--- src/rtl/md_sched.sv ---
// md_sched: issue/hazard controller for the multi-cycle multiply/divide unit
module md_sched #(
    parameter int MULT_LAT = 5,
    parameter int DIV_LAT  = 10,
    parameter int CNT_W    = 4
) (
    input  logic       clk,
    input  logic       reset,
    input  logic       e_valid,
    input  logic       e_flush,
    input  logic [2:0] e_mdcls,
    input  logic       d_md_use,
    output logic       start,
    output logic [1:0] mdop,
    output logic       ifmsub,
    output logic       regwritemd,
    output logic       mthi,
    output logic       mtlo,
    output logic       busy,
    output logic       stall,
    output logic       done,
    output logic       drop_err
);
    localparam logic [0:0] IDLE = 1'b0;
    localparam logic [0:0] RUN  = 1'b1;
    localparam logic [CNT_W-1:0] MULT_N = CNT_W'(MULT_LAT - 1);
    localparam logic [CNT_W-1:0] DIV_N  = CNT_W'(DIV_LAT - 1);

    logic [0:0]       state_q, state_d;
    logic [CNT_W-1:0] cnt_q, cnt_d;
    logic             drop_q, drop_d;
    logic             acc, idle, run, is_op, is_div;

    // Decode the E-stage class into unit pulses; every output is forced low while reset is held
    always_comb begin
        acc        = e_valid & ~e_flush & (e_mdcls != 3'd0);
        is_op      = (e_mdcls != 3'd0) & (e_mdcls <= 3'd5);
        is_div     = (e_mdcls == 3'd2) | (e_mdcls == 3'd4);
        idle       = reset & (state_q == IDLE);
        run        = reset & (state_q == RUN);
        start      = idle & acc & is_op;
        mdop       = ~start ? 2'b00 :
                     e_mdcls == 3'd2 ? 2'b01 :
                     e_mdcls == 3'd4 ? 2'b11 :
                     e_mdcls == 3'd1 ? 2'b00 : 2'b10;
        ifmsub     = start & (e_mdcls == 3'd5);
        regwritemd = idle & acc & ~is_op;
        mthi       = regwritemd & (e_mdcls == 3'd6);
        mtlo       = regwritemd & (e_mdcls == 3'd7);
        done       = run & (cnt_q == CNT_W'(1));
        busy       = start | run;
        stall      = d_md_use & busy & ~done;
        drop_err   = reset & drop_q;
        state_d    = start ? RUN : done ? IDLE : state_q;
        cnt_d      = start ? (is_div ? DIV_N : MULT_N) : run ? cnt_q - CNT_W'(1) : cnt_q;
        drop_d     = drop_q | (run & acc);
    end

    // State, countdown and sticky drop flag; an in-flight op is abandoned on reset
    always_ff @(posedge clk or negedge reset) begin
        if (!reset) begin
            state_q <= IDLE;
            cnt_q   <= '0;
            drop_q  <= 1'b0;
        end else begin
            state_q <= state_d;
            cnt_q   <= cnt_d;
            drop_q  <= drop_d;
        end
    end

    // The countdown must reach done before it could hit zero in RUN
    assert property (@(posedge clk) disable iff (!reset) state_q == RUN |-> cnt_q != '0);
endmodule
--- config.mk ---
export PLATFORM = sky130hd
export DESIGN_NAME = md_sched
export DESIGN_NICKNAME = d
export VERILOG_FILES = /design/src/rtl/md_sched.sv
export SDC_FILE = /design/constraint.sdc
export NUM_CORES = 1
export LEC_CHECK = 0
export ABC_AREA = 0
export ABC_CLOCK_PERIOD_IN_PS = 1800
export BUFFER_PORTS_ARGS = -buffer_cell sky130_fd_sc_hd__buf_2
export CAP_MARGIN = 20
export CORE_AREA = 8 8 45 47
export CTS_CLUSTER_DIAMETER = 150
export DETAILED_ROUTE_END_ITERATION = 8
export DIE_AREA = 0 0 53 55
export PLACE_DENSITY = 0.73
export SETUP_SLACK_MARGIN = 0.5
export SYNTH_ARGS = -nofsm -noshare
export SYNTH_HDL_FRONTEND = slang
export SYNTH_SLANG_ARGS = --single-unit
--- constraint.sdc ---
create_clock -name clk -period 1.8 [get_ports clk]
set_input_delay 0.27 -clock clk [delete_from_list [all_inputs] [get_ports clk]]
set_output_delay 0.27 -clock clk [all_outputs]
set_load 0.01 [all_outputs]
# Word-level counts from Yosys, hierarchy flattened
# Index checks and enable logic that the tools add are counted.
# W data, S select, Z words.
# word_totals
reg_bits	6
inputBits	8
# classes
n_eq_ne	7
bitwise_logic	23
add_sub_neg	1
n_lt_le_gt_ge	1
reduce_logical	3
mux	9
# ops
op	count
$and A1 B1 Y1	16
$eq A3 B3 Y1 const B	4
$mux W4	3
$mux W2	4
$eq A4 B1 Y1 const B	1
$not A1 Y1	4
$reduce_bool A2 Y1	2
$sub A4 B1 Y4 const B	1
$eq A3 B1 Y1 const B	1
$eq A3 B2 Y1 const B	1
$le A3 B3 Y1 const B	1
$or A1 B1 Y1	3
$reduce_bool A3 Y1	1
$mux W1	2

# Depth between registers and ports, before layout
# depth
depth_word	8
ltp_mapped	5

# Worst setup path before layout
# No wires, ideal clock.
# synth_timing
path_type	register to output
start	register state_q
end	output stall
setup_slack_ns	0.185
path_stages_with_launch	4
n_path_buf	0
arrival_ns	1.345
required_ns	1.530
cell_sequence	dfrtp_1 -> nand4bb_1 -> o31ai_1 -> and3_1
# synth_between
elab_chain_cells	7
word_cells_on_any_way	10
classes_between	bitwise (10)
# synth_lines
element	line	source
start: declaration	29	logic [0:0] state_q, state_d;
start signal: assignment	66	state_q <= state_d;
$not A1 Y1	39	idle = reset & (state_q == IDLE);
$and A1 B1 Y1	39	
$and A1 B1 Y1 (2 in series)	41	start = idle & acc & is_op;
$or A1 B1 Y1 (*)	51	busy = start | run;
named net busy	19	output logic busy,
$and A1 B1 Y1 (*) (2 in series)	52	stall = d_md_use & busy & ~done;
end: declaration	20	output logic stall,
# Mark *: on every way through the listed nets, which the timed path passes. The rest lies on a longest branch.

# Worst setup path in the final report
# layout_timing
start	register cnt_q[1]
end	output stall
# layout_between
elab_chain_cells	4
# layout_lines
element	line	source
start: declaration	30	logic [CNT_W-1:0] cnt_q, cnt_d;
start signal: assignment	67	cnt_q <= cnt_d;
$eq A4 B1 Y1	50	done = run & (cnt_q == CNT_W'(1));
$and A1 B1 Y1	50	
$not A1 Y1	52	
$and A1 B1 Y1	52	
# Every way passes these cells.

==> impl_metrics.env <==
export IMPL_pin_count=19
export IMPL_pre_cts_ws_ns=0.171
export IMPL_cts_buffers=3
export IMPL_synth_fp_nets=63
export IMPL_max_slew_worst_pin_slew_ns=0.509
export IMPL_wl_per_cell_microns=15.3
export IMPL_crit_fanout=3
export IMPL_start_kind="flip-flop"
export IMPL_slew_headroom=0.658
export IMPL_synth_seq_cells=6
export IMPL_hold_end="drop_q"
export IMPL_hold_class="in2reg"
export IMPL_hp_start="e_flush"
export IMPL_vias=576
export IMPL_synth_area_sq_um=487
export IMPL_yosysUniqueCellTypes=31
export IMPL_gp_congestion=0.761
export IMPL_rsz0062_at_grt="true"
export IMPL_leakagePower_uw=0.000411
export IMPL_via_per_inst=5.33
export IMPL_cts_tree="yes"
export IMPL_drive_gt1_frac=0.641
export IMPL_die_y_microns=55
export IMPL_cp_end_kind="output pin"
export IMPL_avgSynthCellArea_sq_um=9.18
export IMPL_finalSetupViolCount=2
export IMPL_yosysSeqAreaShare=0.308
export IMPL_reg2regPathDepth=5
export IMPL_htree_levels=1
export IMPL_clock_latency_ns=0.25
export IMPL_synth_flop_cell="dfrtp_1"
export IMPL_area_growth_pct=93.1
export IMPL_cts_num_sinks=6
export IMPL_synthArstFlopShare=1.00
export IMPL_cts_buffer_depth=2
export IMPL_timing_rr_end="cnt_q[3]"
export IMPL_fin_nets=104
export IMPL_yosysWarnings=0
export IMPL_num_rows=14
export IMPL_port_buffers=18
export IMPL_grt_pass1_wl_microns=2350
export IMPL_antenna_cells=0
export IMPL_fmaxAchievable_mhz=541
export IMPL_drc=0
export IMPL_synth_edf_count=0
export IMPL_maxCapViolCount=0
export IMPL_die_w_microns=53
export IMPL_critPathArrivalTime_ns=1.58
export IMPL_hold_depth=3
export IMPL_critPathKind="reg2out"
export IMPL_layout_commonest_cell="buf_2"
export IMPL_grt_overflow_total=0
export IMPL_slew_violations=0
export IMPL_core_area_sq_mm=0.00138
export IMPL_cp_required_ns=1.53
export IMPL_ir_drop_mv=0.503
export IMPL_start_util=0.352
export IMPL_synthCells=53
export IMPL_clock_skew_ns=0.00617
export IMPL_p_per_area_mw_per_mm2=952
export IMPL_layout_cells_non_filler=108
export IMPL_place_area_sq_um=688
export IMPL_min_period_ns=1.85
export IMPL_antenna_found_initial=0
export IMPL_die_area_sq_mm=0.00292
export IMPL_final_cell_area_sq_um=940
export IMPL_path_clk_slew_ns=0.04
export IMPL_dpl_hpwl_microns=1090
export IMPL_grt_pass1_vias=573
export IMPL_firstDrtPassIters=2
export IMPL_grt_max_degree=10
export IMPL_hold_violations=0
export IMPL_violations="negative setup slack"
export IMPL_grt_use_total=0.109
export IMPL_wl_microns=1650
export IMPL_layout_setup_ws_ns=-0.0493
export IMPL_ant_nets=0
export IMPL_r2r_start="cnt_q[1]"
export IMPL_clockRootBuffer="clkbuf_4"
export IMPL_fin_crit_sh=1.03
export IMPL_dp_cells=90
export IMPL_status="finished with violations"
export IMPL_rrSetupSlack_ns=0.16
export IMPL_mostFrequentLayoutCells="buf_2, buf_6, buf_4, dfrtp_1, inv_1"
export IMPL_drt_iter0_drc=4
[sequential cells by signal, indices dropped and copies added, names as in the netlist]
name / cells
cnt_q: 4
drop_q: 1
state_q: 1
[synth_stat cells (2+ instances only)]
cell / n / area (sq um)
xnor2_1: 2 / 17.5
or3_1: 3 / 18.8
o311ai_1: 2 / 17.5
inv_1: 6 / 22.5
nor2_1: 2 / 7.51
and2_1: 2 / 12.5
nor3_1: 3 / 15.0
ha_1: 2 / 25.0
nor3_2: 3 / 30.0
dfrtp_1: 6 / 150
nand2_1: 2 / 7.51
[through the flow]
step                      hold WS, ns   util  TNS, ns  power [uW]
after floorplan               -0.0256      -        0         463
after global placement          0.102  0.497        0         552
after detailed placement        0.105  0.497        0         563
after CTS                       0.414  0.637   -0.105         838
after global routing            0.435  0.679   -0.174         961
final                           0.408  0.679  -0.0801         895
[layer usage]
metal / GRT usage / routed length [microns] / up-vias
met5: 0 / 0 / -
met4: 0.0819 / 54 / 0
met3: 0.0294 / 90 / 4
met2: 0.197 / 832 / 13
met1: 0.105 / 675 / 281
li1: - / - / 278
[kinds of logic after synthesis]
logic type / share of synthesized area
AO/OA/AOI/OAI: 0.177
flip-flops: 0.308
XOR/XNOR: 0.0360
buffers and inverters: 0.0694
adder cells (fa/ha/maj): 0.0514
AND/OR/NAND/NOR: 0.357
[how the worst max path moves through the flow]
stage                     startpoint     to  slack [ns]
after floorplan             cnt_q[1]  stall        0.36
after global placement      cnt_q[1]  stall        0.22
after detailed placement    cnt_q[1]  stall        0.17
after CTS                   cnt_q[1]  stall       -0.06
after global routing        cnt_q[1]  stall       -0.09
final                       cnt_q[1]  stall       -0.05
[repair_timing]
action | in CTS | in global routing
hold buffers | 3 | 0
gates resized for setup | 16 | 8
endpoints found under the setup margin | 14 | 15
hold endpoints to repair | 2 | 0
pin swaps | 10 | 4
setup buffers | 9 | 3
[power breakdown]
| part | switching (uW) | internal (uW) | leakage (uW) |
|---|---|---|---|
| clock | 54.7 | 75.8 | 0.0000138 |
| sequential | 48.4 | 187 | 0.0000685 |
| combinational | 230 | 298 | 0.000328 |
[worst max-delay path: stages, from the launching register on]
cell and delay (ns):
dfrtp_1 0.39, inv_2 0.08, ha_4 0.11, or4b_4 0.47, and3_4 0.17, buf_6 0.11
[area by class of cell]
type / count / area [sq um]
Sequential cell: 6 / 150
Fill cell: 93 / 444
Timing Repair Buffer: 37 / 288
Inverter: 6 / 22.5
Clock buffer: 3 / 22.5
Tap cell: 16 / 20.0
Multi-Input combinational cell: 40 / 437
Note: power is estimated with default switching activity, not from simulation.
